`config.mk`:
```
export PLATFORM = sky130hd
export DESIGN_NAME = jtframe_mr_dwnld
export DESIGN_NICKNAME = d
export VERILOG_FILES = /design/src/rtl/jtframe_mr_dwnld.sv
export SDC_FILE = /design/constraint.sdc
export NUM_CORES = 1
export LEC_CHECK = 0
export CORE_MARGIN = 4
export CORE_UTILIZATION = 49
export DETAILED_ROUTE_END_ITERATION = 16
export PLACE_DENSITY = 0.77
export SYNTH_ARGS = -nofsm -noshare
export SYNTH_HDL_FRONTEND = slang
export SYNTH_SLANG_ARGS = --single-unit
```
`constraint.sdc`:
```
create_clock -name clk_rom -period 6.65 [get_ports clk_rom]
set_clock_uncertainty 0.05 [all_clocks]
set_input_delay 0.665 -clock clk_rom [delete_from_list [all_inputs] [get_ports clk_rom]]
set_output_delay 0.665 -clock clk_rom [all_outputs]
set_load 0.05 [all_outputs]
```
`src/rtl/jtframe_mr_dwnld.sv`:
```
// Splits wide download words into byte writes spaced GAP+1 cycles apart, and
// captures DIP-switch and core-mode bytes from the resulting byte stream.
module jtframe_mr_dwnld #(
    parameter int         DIN_W     = 16,
    parameter int         GAP       = 24,
    parameter int         DIPBYTES  = 4,
    parameter logic [7:0] ROM_INDEX = 8'd0,
    parameter logic [7:0] DIP_INDEX = 8'd254,
    parameter logic [7:0] MOD_INDEX = 8'd1
) (
    input  logic                  clk_rom,
    input  logic                  rst,
    input  logic                  dwnld_wr,
    input  logic [26:0]           dwnld_addr,
    input  logic [DIN_W-1:0]      dwnld_data,
    input  logic [7:0]            dwnld_index,
    input  logic                  dwnld_active,
    output logic                  ioctl_wr,
    output logic [24:0]           ioctl_addr,
    output logic [7:0]            ioctl_data,
    output logic                  ioctl_rom_wr,
    output logic [8*DIPBYTES-1:0] dipsw,
    output logic [6:0]            core_mod,
    output logic                  busy,
    output logic                  overrun
);
    localparam int              NB        = DIN_W / 8;
    localparam int              LB        = $clog2(NB);
    localparam int              KW        = (LB == 0) ? 1 : LB;
    localparam logic [24:0]     ADDR_MASK = ~25'(NB - 1);
    localparam logic [7:0]      GAP_LAST  = 8'(GAP - 1);
    localparam logic [KW-1:0]   K_LAST    = KW'(NB - 1);

    typedef enum logic [1:0] {IDLE, EMIT, WAIT} state_t;

    state_t               state, state_next;
    logic [KW-1:0]        k, k_next, k_inc;
    logic [7:0]           cnt, cnt_next;
    logic [NB-1:0][7:0]   word_q;
    logic [24:0]          addr_q;
    logic [7:0]           idx_q;
    logic                 wr_next;
    logic [24:0]          addr_next;
    logic [7:0]           data_next;
    logic                 accept, drop, active_q;
    logic                 unused_bits;

    assign k_inc        = k + KW'(1);
    assign busy         = (state != IDLE);
    assign accept       = (state == IDLE) && dwnld_wr;
    assign drop         = (state != IDLE) && dwnld_wr;
    assign ioctl_rom_wr = ioctl_wr && (idx_q == ROM_INDEX);
    assign unused_bits  = ^dwnld_addr[26:25];

    // NOTE: every combinational output gets a default first, so no path leaves a value unassigned and no latch is inferred.
    always_comb begin
        state_next = state;
        k_next     = k;
        cnt_next   = cnt;
        wr_next    = 1'b0;
        addr_next  = ioctl_addr;
        data_next  = ioctl_data;
        case (state)
            IDLE: if (dwnld_wr) begin
                state_next = EMIT;
                k_next     = '0;
                wr_next    = 1'b1;
                addr_next  = dwnld_addr[24:0] & ADDR_MASK;
                data_next  = dwnld_data[7:0];
            end
            EMIT: if (k != K_LAST) begin
                state_next = WAIT;
                cnt_next   = '0;
            end else begin
                state_next = IDLE;
            end
            WAIT: if (cnt == GAP_LAST) begin
                state_next = EMIT;
                k_next     = k_inc;
                wr_next    = 1'b1;
                addr_next  = addr_q | 25'(k_inc);
                data_next  = word_q[k_inc];
            end else begin
                cnt_next = cnt + 8'd1;
            end
            default: state_next = IDLE;
        endcase
    end

    // NOTE: sequential state uses non-blocking assignments only, so every register samples pre-edge values.
    always_ff @(posedge clk_rom or posedge rst) begin
        if (rst) begin
            state      <= IDLE;
            k          <= '0;
            cnt        <= '0;
            ioctl_wr   <= 1'b0;
            ioctl_addr <= '0;
            ioctl_data <= '0;
            active_q   <= 1'b0;
            overrun    <= 1'b0;
        end else begin
            state      <= state_next;
            k          <= k_next;
            cnt        <= cnt_next;
            ioctl_wr   <= wr_next;
            ioctl_addr <= addr_next;
            ioctl_data <= data_next;
            active_q   <= dwnld_active;
            if (drop)
                overrun <= 1'b1;
            else if (dwnld_active && !active_q)
                overrun <= 1'b0;
        end
    end

    // NOTE: the word holding registers carry no reset; they are only read after an accept has loaded them.
    always_ff @(posedge clk_rom) begin
        if (accept) begin
            word_q <= dwnld_data;
            addr_q <= dwnld_addr[24:0] & ADDR_MASK;
            idx_q  <= dwnld_index;
        end
    end

    // Configuration bytes are snooped from the registered byte stream.
    always_ff @(posedge clk_rom or posedge rst) begin
        if (rst) begin
            dipsw    <= '1;
            core_mod <= 7'b0000001;
        end else if (ioctl_wr) begin
            if (idx_q == DIP_INDEX) begin
                for (int n = 0; n < DIPBYTES; n++)
                    if (ioctl_addr == 25'(n))
                        dipsw[8*n +: 8] <= ioctl_data;
            end
            if (idx_q == MOD_INDEX && !ioctl_addr[0])
                core_mod <= ioctl_data[6:0];
        end
    end
endmodule

```
# Word-level counts from Yosys, hierarchy flattened
# Index checks and enable logic that the tools add are counted.
# word_totals
regBits	134
latchBits	0
mem_bits_rw	0
mem_bits_ro	0
in_bits	55
out_inout_bits	76
wordCells	78
memories	0
# op_classes
n_addsub	2
n_mul	0
n_div	0
magnitude_cmp	1
n_eq_ne	12
shift	0
mux	23
n_bitwise	1
reduce_logical	22
# ops
op	n
== test 25 x 2 -> 1 bit, second input constant	2
two-way mux 25 bit	2
case mux 25 bit (2 select lines)	1
two-way mux 8 bit	6
case mux 8 bit (2 select lines)	2
== test 25 x 1 -> 1 bit, second input constant	1
zero test 25 bit	1
OR 25 x 1 -> 25 bit	1
AND reduction 3 bit	6
adder 8 x 1 -> 8 bit, second input constant	1
== test 8 x 1 -> 1 bit, second input constant	1
== test 8 x 5 -> 1 bit, second input constant	1
== test 8 bit, second input constant	1
zero test 8 bit	1
!= test 2 bit, second input constant	4
nonzero test 2 bit	4
two-way mux 1 bit	6
two-way mux 2 bit	3
case mux 2 bit (3 select lines)	1
logical AND 1 bit	5
case mux 1 bit (2 select lines)	2
AND reduction 2 bit	2
== test 2 x 1 -> 1 bit, second input constant	1
== test 2 bit, second input constant	1
4 further kinds	5

# Longest topological paths before layout
# Gate-level depths: netlist of run 1.
# logic_depth
ltp_word	5
depth_mapped	7
depth_no_buf	5

# Least setup slack after synthesis of run 1
# OpenSTA, ideal clock, no wires.
# synth_path
kind	input to register
start	in dwnld_wr
end	reg ioctl_data[3]
setup_ps	134
t_arrival_ps	5167
required_ps	6466
slack_ps	1300
cell_stages	6
n_path_buf	2
path_cell_list	nor3b_1 > a31oi_1 > clkbuf_1 > clkbuf_1 > nand2_1 > o21ai_0
# synth_between
elab_chain_len	2
# synth_lines
element	line	source
from (decl)	13	input logic dwnld_wr,
!= test 2 bit (no source line)	-	
AND reduction 3 bit (no source line)	-	
to (signal assigned)	107	ioctl_data <= data_next;
to (decl)	20	output logic [7:0] ioctl_data,
# No other way between the ends.
# A chain may end at the register's enable or synchronous reset.

# Worst setup path in the final report of run 1
# layout_path
start	reg idx_q[5]
end	out ioctl_rom_wr
# layout_between
elab_chain_len	2
# layout_lines
element	line	source
from (decl)	41	logic [7:0] idx_q;
from (signal assigned)	121	idx_q <= dwnld_index;
zero test 8 bit	52	assign ioctl_rom_wr = ioctl_wr && (idx_q == ROM_INDEX);
logical AND 1 bit	52	
to (decl)	21	output logic ioctl_rom_wr,
# No other way between the ends.

==> summary.md, run 1 <==
| Metric | Value |
|---|---|
| Synth Area in Adders | `0.00234` |
| Slew of the pin with the lowest slew margin | `791 ps` |
| Startpoint of the worst hold path | `core_mod[4]` |
| Initial DRC count | `222` |
| Dominant synthesized flop cell | `dfrtp_1` |
| Die area | `12600 sq um` |
| Initial Util | `0.510` |
| Final ANT Viol Nets | `0` |
| Global route overflow | `0` |
| Placer Congestion | `0.774` |
| Area Overhead vs Synth | `37.6%` |
| Via count | `3541` |
| Core ar. | `10500 sq um` |
| Top Ports | `131` |
| Ratio of cells with drive above 1 in the final layout | `0.227` |
| Synthesized area | `5340 sq um` |
| Yosys top cell by area | `edfxtp_1` |
| Mean Syn Cell Area | `13.9 sq um` |
| CP Cell Sequence | `nor4_1 -> nand2_1 -> nor2_1 -> clkdlybuf4s50_1` |
| Design internal power | `0.00191 W` |
| Worst r2r path cells | `6` |
| Die Width | `112 um` |
| Pre-CTS WS | `3870 ps` |
| CTS tree | `done` |
| Most instantiated cells after synthesis | `dfrtp_1 (52), edfxtp_1 (48), nand2_1 (42)` |
| Gr usage total | `0.199` |
| Reg-to-reg critical path startpoint | `cnt[0]` |
| Critical path data required time | `5930 ps` |
| Final Worst Setup Slack | `3630 ps` |
| CTS resizes | `0` |
| PortBufs | `127` |
| Top-count cell post-synth | `dfrtp_1` |
| Worst Setup SP | `idx_q[5]` |
| Power share of the clock group | `0.287` |
| Kind of critical path | `flip-flop to output pin` |
| Tcrit/Tclk final | `0.454` |
| Pin count of the biggest net entering global routing | `49` |
| XOR/XNOR Fraction of Synth Area | `0` |
| Hold path cells | `1` |
| Crit-path slowest cell | `clkdlybuf4s50_1` |
| Max clock buf depth | `2` |
| Status | `complete, no violations` |
| Seq/Total Area, Yosys | `0.676` |
| Compound-Gate Fraction of Synth Area | `0.0567` |
| Syn nets | `440` |
| Nets | `572` |
| Max Clk Rate | `331 MHz` |
| Worst EP arrival | `2310 ps` |
| Synth Register Bits | `133` |
| Flop pwr share | `0.378` |
| Postcts setup bufs | `0` |
| Clock root buffer | `clkbuf_8` |
| Net Sw Power | `0.00121 W` |
| CTS Buf Count | `17` |
| Synth warnings | `0` |
| Fillcell total | `746` |
| Multiplexer area fraction after synthesis | `0.146` |
| Setup TNS | `0 ps` |
| Synth area leaders | `edfxtp_1 (27%), dfrtp_1 (24%), dfstp_2 (16%)` |
| CP Max Fanout | `2` |
| Hold Path Sink | `core_mod[4]` |
| Final setup violation count | `0` |
| Detailed Route WL | `12.2 mm` |
| R2R Setup Slk | `4250 ps` |
| Max Transition Viols Final | `0` |
| Clock sink count | `133` |
| RSZ-0062 raised after global routing | `false` |
| Hold buffers post-CTS | `0` |
| Clk Latency, worst-skew pair | `510 ps` |
| Sw frac | `0.388` |
| DP HPWL | `8.07 mm` |
| Slew margin rel. | `0.473` |
| Main combinational cell family by area after synthesis | `multiplexers` |
| Residual DRC | `0` |
| Die height | `112 um` |
| First-pass GRT wire length | `19.6 mm` |
| DRT Pass-1 Iters | `4` |
| Distinct cells, synth | `40` |
| Avg WL per Cell | `18.3 um` |
| ANT cells | `0` |
| Post-Synthesis Cells | `384` |
| Hold crit path type | `flip-flop to flip-flop` |
| Leak | `3.00 nW` |
| Row cnt | `37` |
| Via count of the first global-routing pass | `3792` |
| Via density | `5.32` |
| Final Hold Viols | `0` |
| Peak VDD IR | `0.000317 V` |
| MaxCap Viol Count | `0` |
| Gate power share | `0.336` |
| Crit path time final | `3020 ps` |
| Share of the synthesized area in the top cell type | `0.270` |
| H-tree levels | `4` |
| CP Launch Type | `flip-flop` |
| Post-synth ARST share | `0.639` |
| Slowest stage delay, CP | `830 ps` |
| Synth Area in Simple Gates | `0.0998` |
| Pwr Density | `425 nW/um^2` |
| Clock transition at path regs | `60 ps` |
| Post-synth EDFFs | `48` |
| RR Endpoint | `ioctl_addr[10]` |
| Initial antenna violation count | `0` |
| Worst Setup End Kind | `output pin` |
registers in the layout, indices dropped and copies added (netlist names), 2 cells and up:
signal / cells
state: 2
ioctl_data: 8
dipsw: 32
core_mod: 7
addr_q: 24
word_q: 16
idx_q: 8
cnt: 8
ioctl_addr: 25
layer usage:
metal / share of wire / vias up / global-route usage
met1: 0.42 / 1756 / 0.245
li1: - / 1662 / -
met4: 0.015 / 0 / 0.0705
met5: 0 / - / 0
met2: 0.51 / 115 / 0.340
met3: 0.057 / 8 / 0.0528
cells by family after synthesis:
family | Yosys count
AOI/OAI and AO/OA | 56
adders and majority gates | 1
buffers and inverters | 26
DFF | 133
muxes | 73
and+or+nand+nor | 95
cell usage in the layout (no fill, tap or decap), types with 2 or more instances in the layout:
cell,instances
a21oi_1,11
a22oi_1,3
and2_1,2
and3_1,3
buf_4,5
clkbuf_16,18
clkbuf_8,2
clkdlybuf4s50_1,127
clkinv_4,2
dfrtp_1,52
dfstp_2,33
edfxtp_1,48
inv_1,6
inv_4,2
inv_6,8
mux2_2,38
mux2i_1,34
nand2_1,42
nand2b_1,3
nand3_1,4
nand4_4,4
nand4b_1,2
nor2_1,16
nor2b_1,2
nor3_1,2
nor4_1,4
o21ai_0,35
o22ai_1,3
or3_1,2
power groups by stage:
stage	logic, W	registers (W)	clock network [W]
global placement	0.00101	0.00118	0
CTS	0.00106	0.00118	0.000910
finish	0.00105	0.00118	0.000896
detailed placement	0.00104	0.00119	0
global route	0.00112	0.00121	0.000944
floorplan	0.000354	0.00151	0
final cells by class:
| type | count | area (sq um) | share of cell area |
|---|---|---|---|
| inverters | 7 | 27.5 | 0.00375 |
| well taps | 136 | 170 | 0.0232 |
| clock inverters | 12 | 100 | 0.0136 |
| clock buffers | 20 | 478 | 0.0650 |
| flip-flops and latches | 133 | 3610 | 0.491 |
| repair buffers | 132 | 1310 | 0.178 |
| multi-input cells | 225 | 1660 | 0.225 |
worst max-delay path by stage:
stage | endpoint | slack, ps | cells after the start
2_1_floorplan | ioctl_data[3] | 1300 | 6
3_3_place_gp | ioctl_addr[12] | 3920 | 5
3_5_place_dp | ioctl_addr[10] | 3870 | 6
4_1_cts | ioctl_rom_wr | 3580 | 4
5_1_grt | ioctl_rom_wr | 3480 | 4
6_report | ioctl_rom_wr | 3630 | 4
stage by stage:
| step | std cells | hold slack, ps | cell area (sq um) | util | power (W) |
|---|---|---|---|---|---|
| after floorplan | 384 | 420 | 5340 | - | 0.00186 |
| after global placement | 633 | 440 | 6770 | 0.647 | 0.00220 |
| after detailed placement | 633 | 434 | 6770 | 0.647 | 0.00223 |
| after CTS | 665 | 457 | 7350 | 0.702 | 0.00315 |
| after global routing | 665 | 479 | 7350 | 0.702 | 0.00327 |
| final | 665 | 454 | 7350 | 0.702 | 0.00312 |
worst max-delay path: cells and delay by family, from the launching register on:
family	cells	cell delay, ps
buf+inv	1	830
flops	1	400
simple gates	3	580
Note: power is estimated with default switching activity, not from simulation.
==> run 2, diff against run 1 <==
--- a/config.mk
+++ b/config.mk
@@ -6,9 +6,9 @@
 export NUM_CORES = 1
 export LEC_CHECK = 0
 export CORE_MARGIN = 4
-export CORE_UTILIZATION = 49
+export CORE_UTILIZATION = 44
 export DETAILED_ROUTE_END_ITERATION = 16
-export PLACE_DENSITY = 0.77
+export PLACE_DENSITY = 0.73
 export SYNTH_ARGS = -nofsm -noshare
 export SYNTH_HDL_FRONTEND = slang
 export SYNTH_SLANG_ARGS = --single-unit
==> constraint.sdc (replaced) <==
create_clock -name clk_rom -period 2.65 [get_ports clk_rom]
set_clock_uncertainty 0.05 [all_clocks]
set_input_delay 0.265 -clock clk_rom [delete_from_list [all_inputs] [get_ports clk_rom]]
set_output_delay 0.265 -clock clk_rom [all_outputs]
set_load 0.05 [all_outputs]
==> run 2 against run 1 <==
Register-to-register slack worse by 3700 ps. Via count about the same. Die area rose by 11%. Count of clock-buffer cells in the layout up 1. Sequential share of layout area decreased by 0.29 points. Critical path depth is the same. Flip-flop and latch count unchanged.
==> summary.md, run 2 (synthesis gave the netlist of run 1 again) <==
| Metric | Value |
|---|---|
| CTS Buf Count | `17 (unchanged)` |
| Initial Util | `0.458 (-0.0525)` |
| Largest Register | `dipsw` |
| Power share of the clock group | `0.281 (-0.006)` |
| Die area | `14000 sq um (+11%)` |
| Die Width | `118 um (+5.1%)` |
| Clock transition at path regs | `60 ps (about the same)` |
| CTS resizes | `0 (unchanged)` |
| ANT cells | `0 (unchanged)` |
| Kind of critical path | `flip-flop to output pin` |
| Clk Latency, worst-skew pair | `410 ps (-100 ps)` |
| Via density | `5.24 (-1.6%)` |
| Global route overflow | `0 (unchanged)` |
| Clock sink count | `133 (unchanged)` |
| Design internal power | `0.00483 W (+150%)` |
| Setup TNS | `0 ps (unchanged)` |
| PortBufs | `127 (unchanged)` |
| Final Hold Viols | `0 (unchanged)` |
| CP Launch Type | `flip-flop` |
| Die height | `118 um (+5.1%)` |
| Gate power share | `0.337 (about the same)` |
| Status | `complete, no violations` |
| Critical path data required time | `2340 ps (-3590 ps)` |
| Slowest stage delay, CP | `830 ps (about the same)` |
| Placer Congestion | `0.760 (-1.9%)` |
| Flop pwr share | `0.382 (+0.004)` |
| Leak | `3.02 nW (+0.64%)` |
| Finished Layout Cells | `676 (+1.7%)` |
| CTS tree | `done` |
| Crit-path slowest cell | `clkdlybuf4s50_1` |
| Clock root buffer | `clkbuf_16` |
| Most frequent cells in the layout | `clkdlybuf4s50_1 (127), dfrtp_1 (52), edfxtp_1 (48)` |
| Leading cell type in the layout, fill and taps excluded | `clkdlybuf4s50_1` |
| Worst EP arrival | `2190 ps (-120 ps)` |
| Ratio of cells with drive above 1 in the final layout | `0.231 (+0.00393)` |
| Utilization after layout | `0.634 (-0.0685)` |
| Largest regs | `dipsw: 32 flops, ioctl_addr: 25 flops, addr_q: 24 flops` |
| Initial antenna violation count | `0 (unchanged)` |
| Nets | `576 (+0.70%)` |
| Avg WL per Cell | `17.6 um (-4.1%)` |
| Gr usage total | `0.176 (-0.0229)` |
| Max reg flops | `32 (unchanged)` |
| Net Sw Power | `0.00293 W (+140%)` |
| Hold buffers post-CTS | `0 (unchanged)` |
| First-pass GRT wire length | `19.5 mm (-0.46%)` |
| Initial DRC count | `235 (+5.9%)` |
| Residual DRC | `0 (unchanged)` |
| Sw frac | `0.378 (-0.0104)` |
| Slew of the pin with the lowest slew margin | `715 ps (-75.7 ps)` |
| Max Clk Rate | `400 MHz` |
| Worst Path Buf+Inv | `1 (unchanged)` |
| Pwr Density | `1050 nW/um^2 (+150%)` |
| Slew margin rel. | `0.522 (+0.0487)` |
| Max Transition Viols Final | `0 (unchanged)` |
| Final ANT Viol Nets | `0 (unchanged)` |
| H-tree levels | `4 (unchanged)` |
| Row cnt | `39 (+5.4%)` |
| Via count of the first global-routing pass | `3767 (-0.66%)` |
| Area Overhead vs Synth | `38.4%` |
| DRT Pass-1 Iters | `4 (unchanged)` |
| MaxCap Viol Count | `0 (unchanged)` |
| Postcts setup bufs | `0 (unchanged)` |
| Via count | `3542 (+0.028%)` |
| Tcrit/Tclk final | `0.944` |
| Final setup violation count | `0 (unchanged)` |
| Pin count of the biggest net entering global routing | `51 (+4.1%)` |
| Core ar. | `11700 sq um (+11%)` |
| Worst Setup End Kind | `output pin` |
| Peak VDD IR | `0.000993 V (+210%)` |
| Crit path time final | `2500 ps` |
| Delay-heaviest family, CP | `buffers and inverters` |
| CP Max Fanout | `2 (unchanged)` |
| Detailed Route WL | `11.9 mm (-2.5%)` |
| Top Ports | `131 (unchanged)` |
| Post-Place Cells | `644 (+1.7%)` |
| DP HPWL | `8.44 mm (+4.6%)` |
| Hold crit path type | `input pin to asynchronous set/reset pin` |
| RSZ-0062 raised after global routing | `false` |
| CP Cell Sequence | `nor4_1 -> nand2_1 -> nor2_1 -> clkdlybuf4s50_1` |
| Max clock buf depth | `2 (unchanged)` |
run 2: metal layers:
metal  global-route usage  share of wire  up-vias
met1                0.231           0.44     1752
met4               0.0608          0.018        0
li1                     -              -     1663
met5                    0              0        -
met3               0.0611          0.061       20
met2                0.275           0.48      107
run 2: path summary, 6_finish.rpt:
check | start | to | slack, ps | depth (start not counted)
setup / recovery | idx_q[5] | ioctl_rom_wr | 150 | 4
hold / removal | rst | core_mod[5] | 80 | 2
setup reg to reg | ioctl_addr[19] | dipsw[24] | 520 | 4
hold reg to reg | core_mod[3] | core_mod[3] | 460 | 1
max in group asynchronous | rst | dipsw[31] | 1750 | 3
min in group clk_rom | dwnld_active | active_q | 280 | 1
run 2: power groups by stage:
stage | Clock [W] | Combinational, W | Sequential (W)
global route | 0.00233 | 0.00281 | 0.00303
floorplan | 0 | 0.000904 | 0.00377
detailed placement | 0 | 0.00263 | 0.00299
CTS | 0.00223 | 0.00265 | 0.00297
finish | 0.00218 | 0.00262 | 0.00297
global placement | 0 | 0.00259 | 0.00297
run 2: stage by stage:
step	instance area, sq um	setup slack, ps	hold slack (ps)	total power (W)
final	7390	149	76.8	0.00777
after CTS	7390	122	63.1	0.00785
after global routing	7390	6.02	80.5	0.00817
after floorplan	5360	-0.651	246	0.00467
after global placement	6830	548	431	0.00556
after detailed placement	6830	512	436	0.00562
run 2: layout make-up:
type                    count  area [sq um]
fillers                   862          4270
flip-flops and latches    133          3610
multi-input cells         225          1660
repair buffers            136          1350
clock buffers              21           493
well taps                 143           179
clock inverters            11          71.3
inverters                   7          27.5
run 2: worst register-to-register path: stages, from the launching register on:
cell     delay [ps]
dfrtp_1         390
or4b_4          560
nor3_4          400
nand4_4         280
mux2_2          370
